$ cat config.mk
export PLATFORM = sky130hd
export DESIGN_NAME = spi_rx_deshifter_flat
export DESIGN_NICKNAME = d
export VERILOG_FILES = /design/src/rtl/spi_rx_deshifter_if.sv /design/src/rtl/spi_rx_deshifter.sv /design/src/flat_wrapper.sv
export SDC_FILE = /design/constraint.sdc
export NUM_CORES = 1
export LEC_CHECK = 0
export ABC_AREA = 1
export BUFFER_PORTS_ARGS = -buffer_cell sky130_fd_sc_hd__clkbuf_2
export CORE_MARGIN = 2
export CORE_UTILIZATION = 55
export DETAILED_ROUTE_END_ITERATION = 7
export PLACE_DENSITY = 0.78
export SLEW_MARGIN = 20
export SYNTH_ARGS = -nofsm -noshare
export SYNTH_HDL_FRONTEND = slang
export SYNTH_SLANG_ARGS = --single-unit
$ cat constraint.sdc
create_clock -name clk_i -period 4.2 [get_ports clk_i]
set_input_delay 0.84 -clock clk_i [delete_from_list [all_inputs] [get_ports clk_i]]
set_output_delay 0.84 -clock clk_i [all_outputs]
set_load 0.02 [all_outputs]
$ cat src/rtl/spi_rx_deshifter_if.sv
// ---------------------------------------------------------------------------
// spi_rx_deshifter_if
// Handshake bundle between the SPI receive shifter's holding register and the
// APB register block that drains it.
//
//   data_o   [DATA_W] received word held for the consumer
//   valid_o           holding register full
//   ready_i           consumer accepts data_o when valid_o is high
//
// Modports:
//   master : the receive shifter (drives data_o/valid_o, samples ready_i)
//   slave  : the consumer (samples data_o/valid_o, drives ready_i)
// ---------------------------------------------------------------------------
interface spi_rx_deshifter_if #(
  parameter int DATA_W = 8
) ();

  logic [DATA_W-1:0] data_o;
  logic              valid_o;
  logic              ready_i;

  modport master (
    output data_o,
    output valid_o,
    input  ready_i
  );

  modport slave (
    input  data_o,
    input  valid_o,
    output ready_i
  );

endinterface : spi_rx_deshifter_if

$ cat src/rtl/spi_rx_deshifter.sv
// ---------------------------------------------------------------------------
// spi_rx_deshifter
// Serial-to-parallel receive shifter for the SPI lite datapath. Samples sdi_i
// on each shift strobe and assembles a DATA_W-bit word, MSB-first or
// LSB-first, then hands it to the register block through a one-entry holding
// register with a valid/ready handshake.
//
// Ports:
//   clk_i      clock, rising edge
//   rst_i      synchronous active-high reset
//   sdi_i      serial data in, sampled only when sh_en=1
//   sh_en      one-cycle shift strobe per received bit
//   sh_rl      bit order for the next frame: 1 = MSB first, 0 = LSB first
//   clr_i      abort partial frame and clear overrun_o
//   rx_if      holding-register handshake (data_o, valid_o, ready_i)
//   busy_o     frame in progress
//   overrun_o  sticky: a completed word was dropped
//
// All outputs come straight from registers.
// ---------------------------------------------------------------------------
module spi_rx_deshifter #(
  parameter int DATA_W = 8,
  localparam int CNT_W = $clog2(DATA_W + 1)
) (
  input  logic                      clk_i,
  input  logic                      rst_i,
  input  logic                      sdi_i,
  input  logic                      sh_en,
  input  logic                      sh_rl,
  input  logic                      clr_i,
  spi_rx_deshifter_if.master        rx_if,
  output logic                      busy_o,
  output logic                      overrun_o
);

  typedef enum logic {
    IDLE  = 1'b0,
    SHIFT = 1'b1
  } state_t;

  localparam logic [CNT_W-1:0] LAST_CNT = CNT_W'(DATA_W - 1);

  // Registered state
  logic [CNT_W-1:0]  cnt_reg,     cnt_next;
  logic [DATA_W-1:0] sr_reg,      sr_next;
  logic              dir_reg,     dir_next;
  logic [DATA_W-1:0] data_reg,    data_next;
  logic              valid_reg,   valid_next;
  logic              busy_reg,    busy_next;
  logic              overrun_reg, overrun_next;

  // Frame state is a pure function of the bit counter, so no separate
  // state register is kept; it cannot drift out of step with cnt_reg.
  state_t            state;

  logic              dir_eff;
  logic [DATA_W-1:0] shifted;
  logic              pop;
  logic              complete;

  // ---------------------------------------------------------------------
  // State register
  // ---------------------------------------------------------------------
  always_ff @(posedge clk_i) begin
    if (rst_i) begin
      cnt_reg     <= '0;
      sr_reg      <= '0;
      dir_reg     <= 1'b1;
      data_reg    <= '0;
      valid_reg   <= 1'b0;
      busy_reg    <= 1'b0;
      overrun_reg <= 1'b0;
    end else begin
      cnt_reg     <= cnt_next;
      sr_reg      <= sr_next;
      dir_reg     <= dir_next;
      data_reg    <= data_next;
      valid_reg   <= valid_next;
      busy_reg    <= busy_next;
      overrun_reg <= overrun_next;
    end
  end

  // ---------------------------------------------------------------------
  // Next-state logic
  // ---------------------------------------------------------------------
  always_comb begin
    state        = (cnt_reg == '0) ? IDLE : SHIFT;

    // The first bit of a frame takes its order from sh_rl directly; every
    // later bit uses the order latched with that first bit.
    dir_eff      = (state == IDLE) ? sh_rl : dir_reg;
    shifted      = dir_eff ? {sr_reg[DATA_W-2:0], sdi_i}
                           : {sdi_i, sr_reg[DATA_W-1:1]};

    pop          = valid_reg & rx_if.ready_i;
    complete     = 1'b0;

    cnt_next     = cnt_reg;
    sr_next      = sr_reg;
    dir_next     = dir_reg;
    data_next    = data_reg;
    valid_next   = valid_reg;
    overrun_next = overrun_reg;

    // A pop empties the holding register; a completion on the same edge
    // below refills it, so the pair nets out to valid staying high.
    if (pop) begin
      valid_next = 1'b0;
    end

    if (clr_i) begin
      cnt_next     = '0;
      sr_next      = '0;
      overrun_next = 1'b0;
    end else if (sh_en) begin
      if (state == IDLE) begin
        dir_next = sh_rl;
      end
      if (cnt_reg == LAST_CNT) begin
        complete = 1'b1;
        cnt_next = '0;
        sr_next  = '0;
      end else begin
        cnt_next = cnt_reg + CNT_W'(1);
        sr_next  = shifted;
      end
    end

    if (complete) begin
      if (!valid_reg || pop) begin
        data_next  = shifted;
        valid_next = 1'b1;
      end else begin
        // Consumer still holds the previous word: keep it, drop this one.
        overrun_next = 1'b1;
      end
    end

    busy_next = (cnt_next != '0);
  end

  // ---------------------------------------------------------------------
  // Outputs
  // ---------------------------------------------------------------------
  assign rx_if.data_o  = data_reg;
  assign rx_if.valid_o = valid_reg;
  assign busy_o        = busy_reg;
  assign overrun_o     = overrun_reg;

endmodule : spi_rx_deshifter

$ cat src/flat_wrapper.sv
// flat-port wrapper written by rule: the top's interface ports become plain ports
module spi_rx_deshifter_flat 
#(
  parameter int DATA_W = 8,
  localparam int CNT_W = $clog2(DATA_W + 1)
)
  (clk_i, rst_i, sdi_i, sh_en, sh_rl, clr_i, busy_o, overrun_o, rx_if_data_o, rx_if_valid_o, rx_if_ready_i);
  spi_rx_deshifter_if #(.DATA_W(DATA_W)) rx_if_i ();
  input  logic clk_i;
  input  logic rst_i;
  input  logic sdi_i;
  input  logic sh_en;
  input  logic sh_rl;
  input  logic clr_i;
  output logic busy_o;
  output logic overrun_o;
  output wire logic [$bits(rx_if_i.data_o)-1:0] rx_if_data_o;
  output wire logic [$bits(rx_if_i.valid_o)-1:0] rx_if_valid_o;
  input wire logic [$bits(rx_if_i.ready_i)-1:0] rx_if_ready_i;
  assign rx_if_data_o = rx_if_i.data_o;
  assign rx_if_valid_o = rx_if_i.valid_o;
  assign rx_if_i.ready_i = rx_if_ready_i;
  spi_rx_deshifter #(.DATA_W(DATA_W)) u_core (.clk_i(clk_i), .rst_i(rst_i), .sdi_i(sdi_i), .sh_en(sh_en), .sh_rl(sh_rl), .clr_i(clr_i), .rx_if(rx_if_i), .busy_o(busy_o), .overrun_o(overrun_o));
endmodule
==> metrics, run 1 <==
outcome=finished clean; Final Wtd Congestion=0.9161; PortBufs=17; Final min period=1.687 ns; GRT Total Usage=20.56%; iteration count of the initial detailed-routing pass=4; clock root buffer=clkbuf_4; core area=1982 um2; vias per cell=5.000; drt drc=0; number of setup buffers added after CTS=0; CTS Hold Bufs=0; synthesized area=1166 um2; num ports=18; crit path cell chain=clkbuf_2; Max clock buf depth=2; Area Overhead vs Synth=13.41%; post-synthesis register bit count=24; Worst slew margin=75.26%; area leader, netlist=dfxtp_1; sequential share of the synthesized area=41.20%; Final period util=40.16%; Synth Area in Adders=2.146%; critical path depth in cells=1; Leak Pwr=0.0006630 uW; Yosys top cell area share=41.20%; Worst EP required=3.36 ns; clock skew=0.002830 ns; Final Hold Viols=0; Synth cell types=18; CTS tree=done; CP startpoint kind=flop; Slowest Stage Delay on Critical Path=0.36 ns; htree depth=1; count leader, synth=nand2_1; CP endpoint=rx_if_data_o[2]; Max Slew Vio Count=0; crit path launch=u_core.rx_if.data_o[2]; clk_lat worst skew=0.32 ns; Synth Area in Compound Gates=11.91%; placed inst area=1270 um2; Critical R2R Capture=u_core.rx_if.data_o[2]; Max Cap Violations=0; pwr dens=342.9 nW/um2; CP max-delay cell=dfxtp_1; Chip Width=50.05 um; main combinational cell family by area after synthesis=simple AND/OR/NAND/NOR gates; post-route setup slack=2.513 ns; critical path arrival=0.85 ns; DRT iter0 DRCs=39; Multi-input gate area=546.8 um2; Initial Util=58.84%; Resized cells post-CTS=0; critical path capture point type=output pin; yosys warns=0; CP bufs+invs=1; PnR Total Power=453.5 uW; Worst VDD drop=212.6 uV; Filler cells=181; Worst Hold Class=reg -> reg; clk sinks=24; vias in the first global route=950; dpl hpwl=1707 um; Post-Syn Nets=179; Post-synth EDFFs=0; proportion of layout cells with a drive suffix above 1=14.29%; Max Fclk=0.5929 GHz; Ant. Diodes=0; final instance area=1323 um2; Die Y=50.05 um; crit-path max FO=2; largest net degree at the start of global routing=17; sequential cell area=480.5 um2; Setup WS pre-CTS=2.263 ns; detailed-route wire length=2233 um; worst slew pin tran=0.3706 ns; mux cell area share after synthesis=0%; Post-synth ARST share=0%; Die Area=2505 um2; XOR/XNOR share of the synthesized area=0%; setup_tns=0 ns; row cnt=16; Detail Route Antenna Nets=0; r2r setup slk=2.65 ns; first-pass GRT wire length=3974 um; clock buffer count from CTS=3; Main synth FF type=dfxtp_1; Avg Cell Area, Syn=6.860 um2; Worst R2R Path Depth=8; Worst R2R Start=u_core.cnt_reg[0]; Mapped Cells=170; Final setup viols=0; Post-synth top cells=nand2_1 (43), inv_1 (30), nand3_1 (30); vias=1,080; cells taking the most area after synthesis=dfxtp_1 (41%), nand2_1 (14%), nand3_1 (13%); CP Class=reg -> out; post-synthesis simple-gate area fraction=32.83%; Layout Nets=199; Reg clk slew, reported paths=0.13 ns; delay-heaviest family, CP=flip-flops; grt ovf=0; unrepaired setup endpoints after global routing=no; Hold Crit Depth=2; Routed WL per cell=10.34 um; Worst Min Path Start=u_core.sr_reg[7]; initial antenna violation count=0
[where the power goes]
| group | switching (uW) | total (uW) | internal, uW | leakage [uW] |
|---|---|---|---|---|
| Combinational | 35.2 | 52.7 | 17.5 | 0.000441 |
| Sequential | 2.51 | 235 | 232 | 0.000194 |
| Clock | 69.7 | 166 | 96.5 | 0.0000279 |
[cell usage in the layout (no fill, tap or decap)]
| master | count |
|---|---|
| nand2_1 | 43 |
| inv_1 | 30 |
| nand3_1 | 30 |
| dfxtp_1 | 24 |
| clkbuf_2 | 17 |
| a21oi_1 | 10 |
| nor2_1 | 8 |
| o21a_1 | 8 |
| nor2_2 | 3 |
| o211ai_1 | 3 |
| clkbuf_4 | 3 |
| clkinv_1 | 2 |
| ha_1 | 2 |
| inv_2 | 1 |
| nand2_2 | 1 |
| nor2_4 | 1 |
| nor3_1 | 1 |
| a31oi_1 | 1 |
| bufinv_16 | 1 |
[metal layers]
| metal | global-route usage [%] | vias up | part of all wire (%) | wire (um) |
|---|---|---|---|---|
| li1 | - | 577 | - | - |
| met1 | 25.67 | 467 | 49 | 1087 |
| met2 | 34.65 | 32 | 46 | 1018 |
| met3 | 2.727 | 4 | 3.7 | 82 |
| met4 | 9.722 | 0 | 2.0 | 45 |
| met5 | 0 | - | 0 | 0 |
[area by class of cell]
class / instances / area share [%]
Sequential cell: 24 / 36.33
Clock buffer: 3 / 1.703
Multi-Input combinational cell: 111 / 41.34
Inverter: 33 / 9.366
Clock inverter: 1 / 2.271
Tap cell: 27 / 2.554
Timing Repair Buffer: 17 / 6.433
[cells by family (layout without fill, tap and decap cells)]
kind of cell | Yosys count | in the layout
and+or+nand+nor | 87 | 87
buffers and inverters | 35 | 54
AOI/OAI and AO/OA | 22 | 22
adders and majority gates | 2 | 2
DFF | 24 | 24
[stage by stage]
step	instances	hold slack, ns	utilization (%)
after CTS	216	0.4845	66.73
final	216	0.4802	66.73
after global routing	216	0.4958	66.73
after floorplan	170	0.4453	-
after detailed placement	212	0.4572	64.08
after global placement	212	0.4549	64.08
[worst min path at each step]
stage	endpoint	slack, ns
2_1_floorplan	u_core.sr_reg[0]	0.45
3_3_place_gp	u_core.sr_reg[6]	0.45
3_5_place_dp	u_core.overrun_o	0.46
4_1_cts	u_core.sr_reg[4]	0.48
5_1_grt	u_core.sr_reg[4]	0.50
6_report	u_core.sr_reg[7]	0.48
Power figures use the tool's default switching activity.
==> inputs of run 2 (changes only) <==
- CORE_UTILIZATION: 55 -> 54
- PLACE_DENSITY: 0.78 -> 0.76
- clock period: 4.2 -> 1.65 ns (I/O delays scaled with it)
==> run 2 against run 1 <==
  * Routed wire length rose by 4.8%
  * Largest power group unchanged
  * Clock skew is 0.0032 ns higher
  * Count of clock-buffer cells in the layout unchanged
  * Global-route usage is 0.61 points lower
  * Critical endpoint is now u_core.rx_if.data_o[4]
  * Cell area rose by 1.5%
  * Core utilization increased by 0.33 points
  * Power grew to 2.6 times the previous value
  * First-iteration DRC count is 18% lower
  * Final cell count up 0.46%
  * Setup slack worse by 2.3 ns
  * Via count increased by 2.1%
  * Die area rose by 1.7%
==> metrics, run 2 (synthesized netlist as in run 1, its figures left out) <==
outcome=finished clean; Worst R2R Start=u_core.cnt_reg[0]; clock buffer count from CTS=3; core area=2002 um2; most common cell after layout, fill and taps aside=nand2_1; Logic pwr share=11.7%; crit path launch=u_core.cnt_reg[0]; GRT Total Usage=19.95%; Filler cells=185; clock root buffer=clkbuf_4; Ant. Diodes=0; unrepaired setup endpoints after global routing=no; Switching Share=24.53%; r2r setup slk=0.17 ns; Hold Crit Depth=2; Die Y=50.47 um; Detail Route Antenna Nets=0; Worst Min Path Start=rst_i; vias per cell=5.083; switching power=286.4 uW; proportion of layout cells with a drive suffix above 1=14.74%; clk sinks=24; Max Slew Vio Count=0; final cell count without fillers=217; Max Cap Violations=0; Chip Width=50.47 um; Max Fclk=0.6737 GHz; num ports=18; row cnt=16; Worst EP required=1.92 ns; share of power burned in registers=51.1%; dpl cells=212; Layout Nets=200; Max clock buf depth=2; crit-path max FO=14; setup_tns=0 ns; Final period util=89.96%; CP startpoint kind=flop; vias=1,103; drt drc=0; pwr dens=869.6 nW/um2; Hold Path Sink=u_core.rx_if.valid_o; detailed-route wire length=2341 um; PortBufs=17; clk_lat worst skew=0.32 ns; internal power=881.0 uW; CTS tree=done; Final min period=1.484 ns; Leak Pwr=0.0006697 uW; critical path arrival=1.76 ns; most frequent cells in the layout=nand2_1 (43), inv_1 (30), nand3_1 (30); critical path capture point type=flop; Worst Hold Class=in -> reg; Clock power frac=37.2%; largest net degree at the start of global routing=17; Area Overhead vs Synth=15.13%; vias in the first global route=950; Final Hold Viols=0; first-pass GRT wire length=3953 um; dpl hpwl=1713 um; Initial Util=58.25%; iteration count of the initial detailed-routing pass=4; Worst R2R Path Depth=9; Critical R2R Capture=u_core.rx_if.data_o[4]; Resized cells post-CTS=0; PnR Total Power=1167 uW; htree depth=1; Worst slew margin=74.18%; Final setup viols=0; Reg clk slew, reported paths=0.14 ns; Worst VDD drop=790.7 uV; DRT iter0 DRCs=32; grt ovf=0; Die Area=2547 um2; Routed WL per cell=10.79 um; worst slew pin tran=0.3870 ns; clock skew=0.006017 ns; Final Wtd Congestion=0.8598; initial antenna violation count=0; CP Class=reg -> reg
run 2: changes by cell type in the layout (fill, tap and decap cells not counted):
cell    delta
buf_12     +1
run 2: worst max path at each step:
stage	endpoint	cells after the start	slack, ns
2_1_floorplan	u_core.rx_if.data_o[0]	9	0.31
3_3_place_gp	u_core.rx_if.data_o[3]	8	0.23
3_5_place_dp	u_core.rx_if.data_o[6]	8	0.18
4_1_cts	u_core.rx_if.data_o[6]	8	0.16
5_1_grt	u_core.rx_if.data_o[4]	9	0.05
6_report	u_core.rx_if.data_o[4]	9	0.17
run 2: layer usage:
layer,vias to the layer above,track usage (%),part of all wire [%]
li1,577,-,-
met1,498,27.08,50
met2,26,33.99,45
met3,2,2.679,5.0
met4,0,4.054,0.56
met5,-,0,0
run 2: critical path: stages (launching register included):
cell and delay (ns):
dfxtp_1 0.40, ha_1 0.20, nand2_1 0.07, nor2_2 0.15, nand2_2 0.10, nor2_4 0.16, buf_12 0.15, o21a_1 0.12
nand2_1 0.05, inv_1 0.04
run 2: final cells by class:
| type | instances | area, um2 | area share, % |
|---|---|---|---|
| timing repair buffer | 18 | 105.1 | 7.829 |
| clock buffer | 3 | 22.52 | 1.678 |
| clock inverter | 1 | 30.03 | 2.237 |
| inverter | 33 | 123.9 | 9.226 |
| multi-input combinational | 111 | 546.8 | 40.73 |
| tap | 27 | 33.78 | 2.516 |
| sequential | 24 | 480.5 | 35.79 |
run 2: power groups by stage:
stage	registers, uW	clock network [uW]	logic, uW
2_1_floorplan	611	0	95.8
3_3_place_gp	609	0	131
3_5_place_dp	609	0	133
4_1_cts	597	434	135
5_1_grt	598	455	155
6_report	597	434	137
run 2: per-stage QoR:
| stage | cell area (um2) | utilization (%) | hold slack, ns | worst slack, ns |
|---|---|---|---|---|
| final | 1343 | 67.06 | 0.2368 | 0.1657 |
| after global placement | 1270 | 63.44 | 0.4533 | 0.2251 |
| after floorplan | 1166 | - | 0.3991 | 0.3078 |
| after detailed placement | 1270 | 63.44 | 0.4589 | 0.1797 |
| after CTS | 1323 | 66.06 | 0.2428 | 0.1611 |
| after global routing | 1343 | 67.06 | 0.2597 | 0.04785 |
run 2: what timing repair did:
item / CTS / global route
hold buffers: 0 / 0
buffers inserted: 0 / 1
endpoints found under the setup margin: 0 / 3
==> inputs of run 3 (changes only) <==
- CORE_MARGIN: 2 -> 5
- MAX_ROUTING_LAYER: default -> met4
==> run 3 against run 2 <==
  * Power fell by 11%
  * Die area is 25% higher
  * Cell area fell by 1.2%
  * Sequential share of layout area increased by 0.44 points
  * Hold slack better by 0.0039 ns
  * Final cell count unchanged
  * Flip-flop and latch count stayed put
  * Critical path type unchanged
  * Critical endpoint is now u_core.rx_if.data_o[7]
  * Highest routed layer unchanged
==> metrics, run 3 (synthesized netlist as in run 1, its figures left out) <==
outcome=finished clean; Switching Share=26.20%; htree depth=1; proportion of layout cells with a drive suffix above 1=14.74%; Detail Route Antenna Nets=0; DRT iter0 DRCs=26; Logic pwr share=12.9%; Area Overhead vs Synth=13.73%; switching power=273.6 uW; most frequent cells in the layout=nand2_1 (43), inv_1 (30), nand3_1 (30); Hold Path Sink=u_core.rx_if.valid_o; num ports=18; sequential cell area=480.5 um2; Critical R2R Capture=u_core.rx_if.data_o[7]; GRT Total Usage=17.06%; Worst VDD drop=528.7 uV; drt drc=0; Routed WL per cell=10.81 um; first-pass GRT wire length=4291 um; Slowest Stage Delay on Critical Path=0.41 ns; Worst R2R Path Depth=9; Initial Util=58.25%; vias in the first global route=1,008; CP most frequent cell=nand2_1; CP Class=reg -> reg; most common cell after layout, fill and taps aside=nand2_1; core area=2002 um2; vias per cell=5.161; Worst EP required=1.93 ns; Max clock buf depth=2; largest net degree at the start of global routing=17; clk sinks=24; iteration count of the initial detailed-routing pass=4; Layout Nets=200; Resized cells post-CTS=0; vias=1,120; Max Fclk=0.6804 GHz; Final Hold Viols=0; PortBufs=17; r2r setup slk=0.18 ns; unrepaired setup endpoints after global routing=no; dpl hpwl=1787 um; Die Area=3189 um2; CP startpoint kind=flop; Hold Crit Depth=2; Leak Pwr=0.0006627 uW; Max Slew Vio Count=0; detailed-route wire length=2346 um; Worst Min Path Start=rst_i; Worst Hold Class=in -> reg; setup_tns=0 ns; worst slew pin tran=0.3918 ns; share of power burned in registers=57.2%; CTS tree=done; initial antenna violation count=0; Chip Width=56.47 um; critical path capture point type=flop; Multi-input gate area=546.8 um2; internal power=770.6 uW; Final period util=89.07%; Ant. Diodes=0; clock root buffer=clkbuf_4; dpl cells=212; Max Cap Violations=0; clock buffer count from CTS=3; CP max-delay cell=dfxtp_1; grt ovf=0; critical path arrival=1.75 ns; row cnt=16; Worst R2R Start=u_core.cnt_reg[0]; CTS Hold Bufs=0; Clock power frac=30.0%; pwr dens=787.3 nW/um2; number of setup buffers added after CTS=0; crit-path max FO=15; crit path cell chain=ha_1, nand2_1, nor2_2, nand2_2, nor2_4, buf_12, o21a_1, nand2_1, inv_1; final cell count without fillers=217; Final min period=1.470 ns; Die Y=56.47 um; Worst slew margin=73.85%; clk_lat worst skew=0.32 ns; clock skew=0.004128 ns; Final Wtd Congestion=0.7652; Filler cells=184; Final setup viols=0; Reg clk slew, reported paths=0.13 ns
## run 3: cell types whose count changed in the layout (fill, tap and decap cells not counted), sizes merged
cell and delta:
bufinv -1, clkbuf +1
## run 3: per-stage QoR
stage	total power (uW)	utilization, %	hold WS (ns)	setup WS [ns]	instance area [um2]
after floorplan	706.8	-	0.3991	0.3078	1166
after global placement	740.6	63.44	0.4536	0.2242	1270
after detailed placement	742.8	63.44	0.4577	0.1464	1270
after CTS	1054	65.25	0.2289	0.1152	1306
after global routing	1094	66.25	0.2350	0.009037	1326
final	1044	66.25	0.2407	0.1803	1326
## run 3: worst max path at each step
stage / cells after the start / endpoint / slack, ns / startpoint
after floorplan: 9 / u_core.rx_if.data_o[0] / 0.31 / u_core.cnt_reg[0]
after global placement: 8 / u_core.rx_if.data_o[3] / 0.22 / u_core.cnt_reg[0]
after detailed placement: 8 / u_core.rx_if.data_o[6] / 0.15 / u_core.cnt_reg[0]
after CTS: 8 / u_core.rx_if.data_o[7] / 0.12 / u_core.cnt_reg[0]
after global routing: 8 / u_core.rx_if.data_o[6] / 0.009 / u_core.cnt_reg[0]
final: 9 / u_core.rx_if.data_o[7] / 0.18 / u_core.cnt_reg[0]
## run 3: final cells by class
type | count | area share [%]
clock buffer | 4 | 2.736
inverter | 33 | 9.340
multi-input combinational | 111 | 41.23
sequential | 24 | 36.23
tap | 27 | 2.547
timing repair buffer | 18 | 7.925
## run 3: layer usage
layer	vias to the layer above	track usage (%)	part of all wire [%]
met2	33	25.41	45
met3	5	3.670	7.5
met5	-	-	0
met1	498	22.64	46
li1	584	-	-
met4	0	6.102	1.4
## run 3: power by group through the flow
stage	Clock, uW	Combinational [uW]	Sequential, uW
2_1_floorplan	0	95.8	611
3_3_place_gp	0	131	609
3_5_place_dp	0	133	610
4_1_cts	323	134	597
5_1_grt	343	153	599
6_report	313	134	597
## run 3: worst max-delay path: cells and delay by family (launching register included)
family	cells	cell delay, ns
buffers and inverters	2	0.18
AOI/OAI and AO/OA	1	0.12
adders and majority gates	1	0.21
DFF	1	0.41
and+or+nand+nor	5	0.52
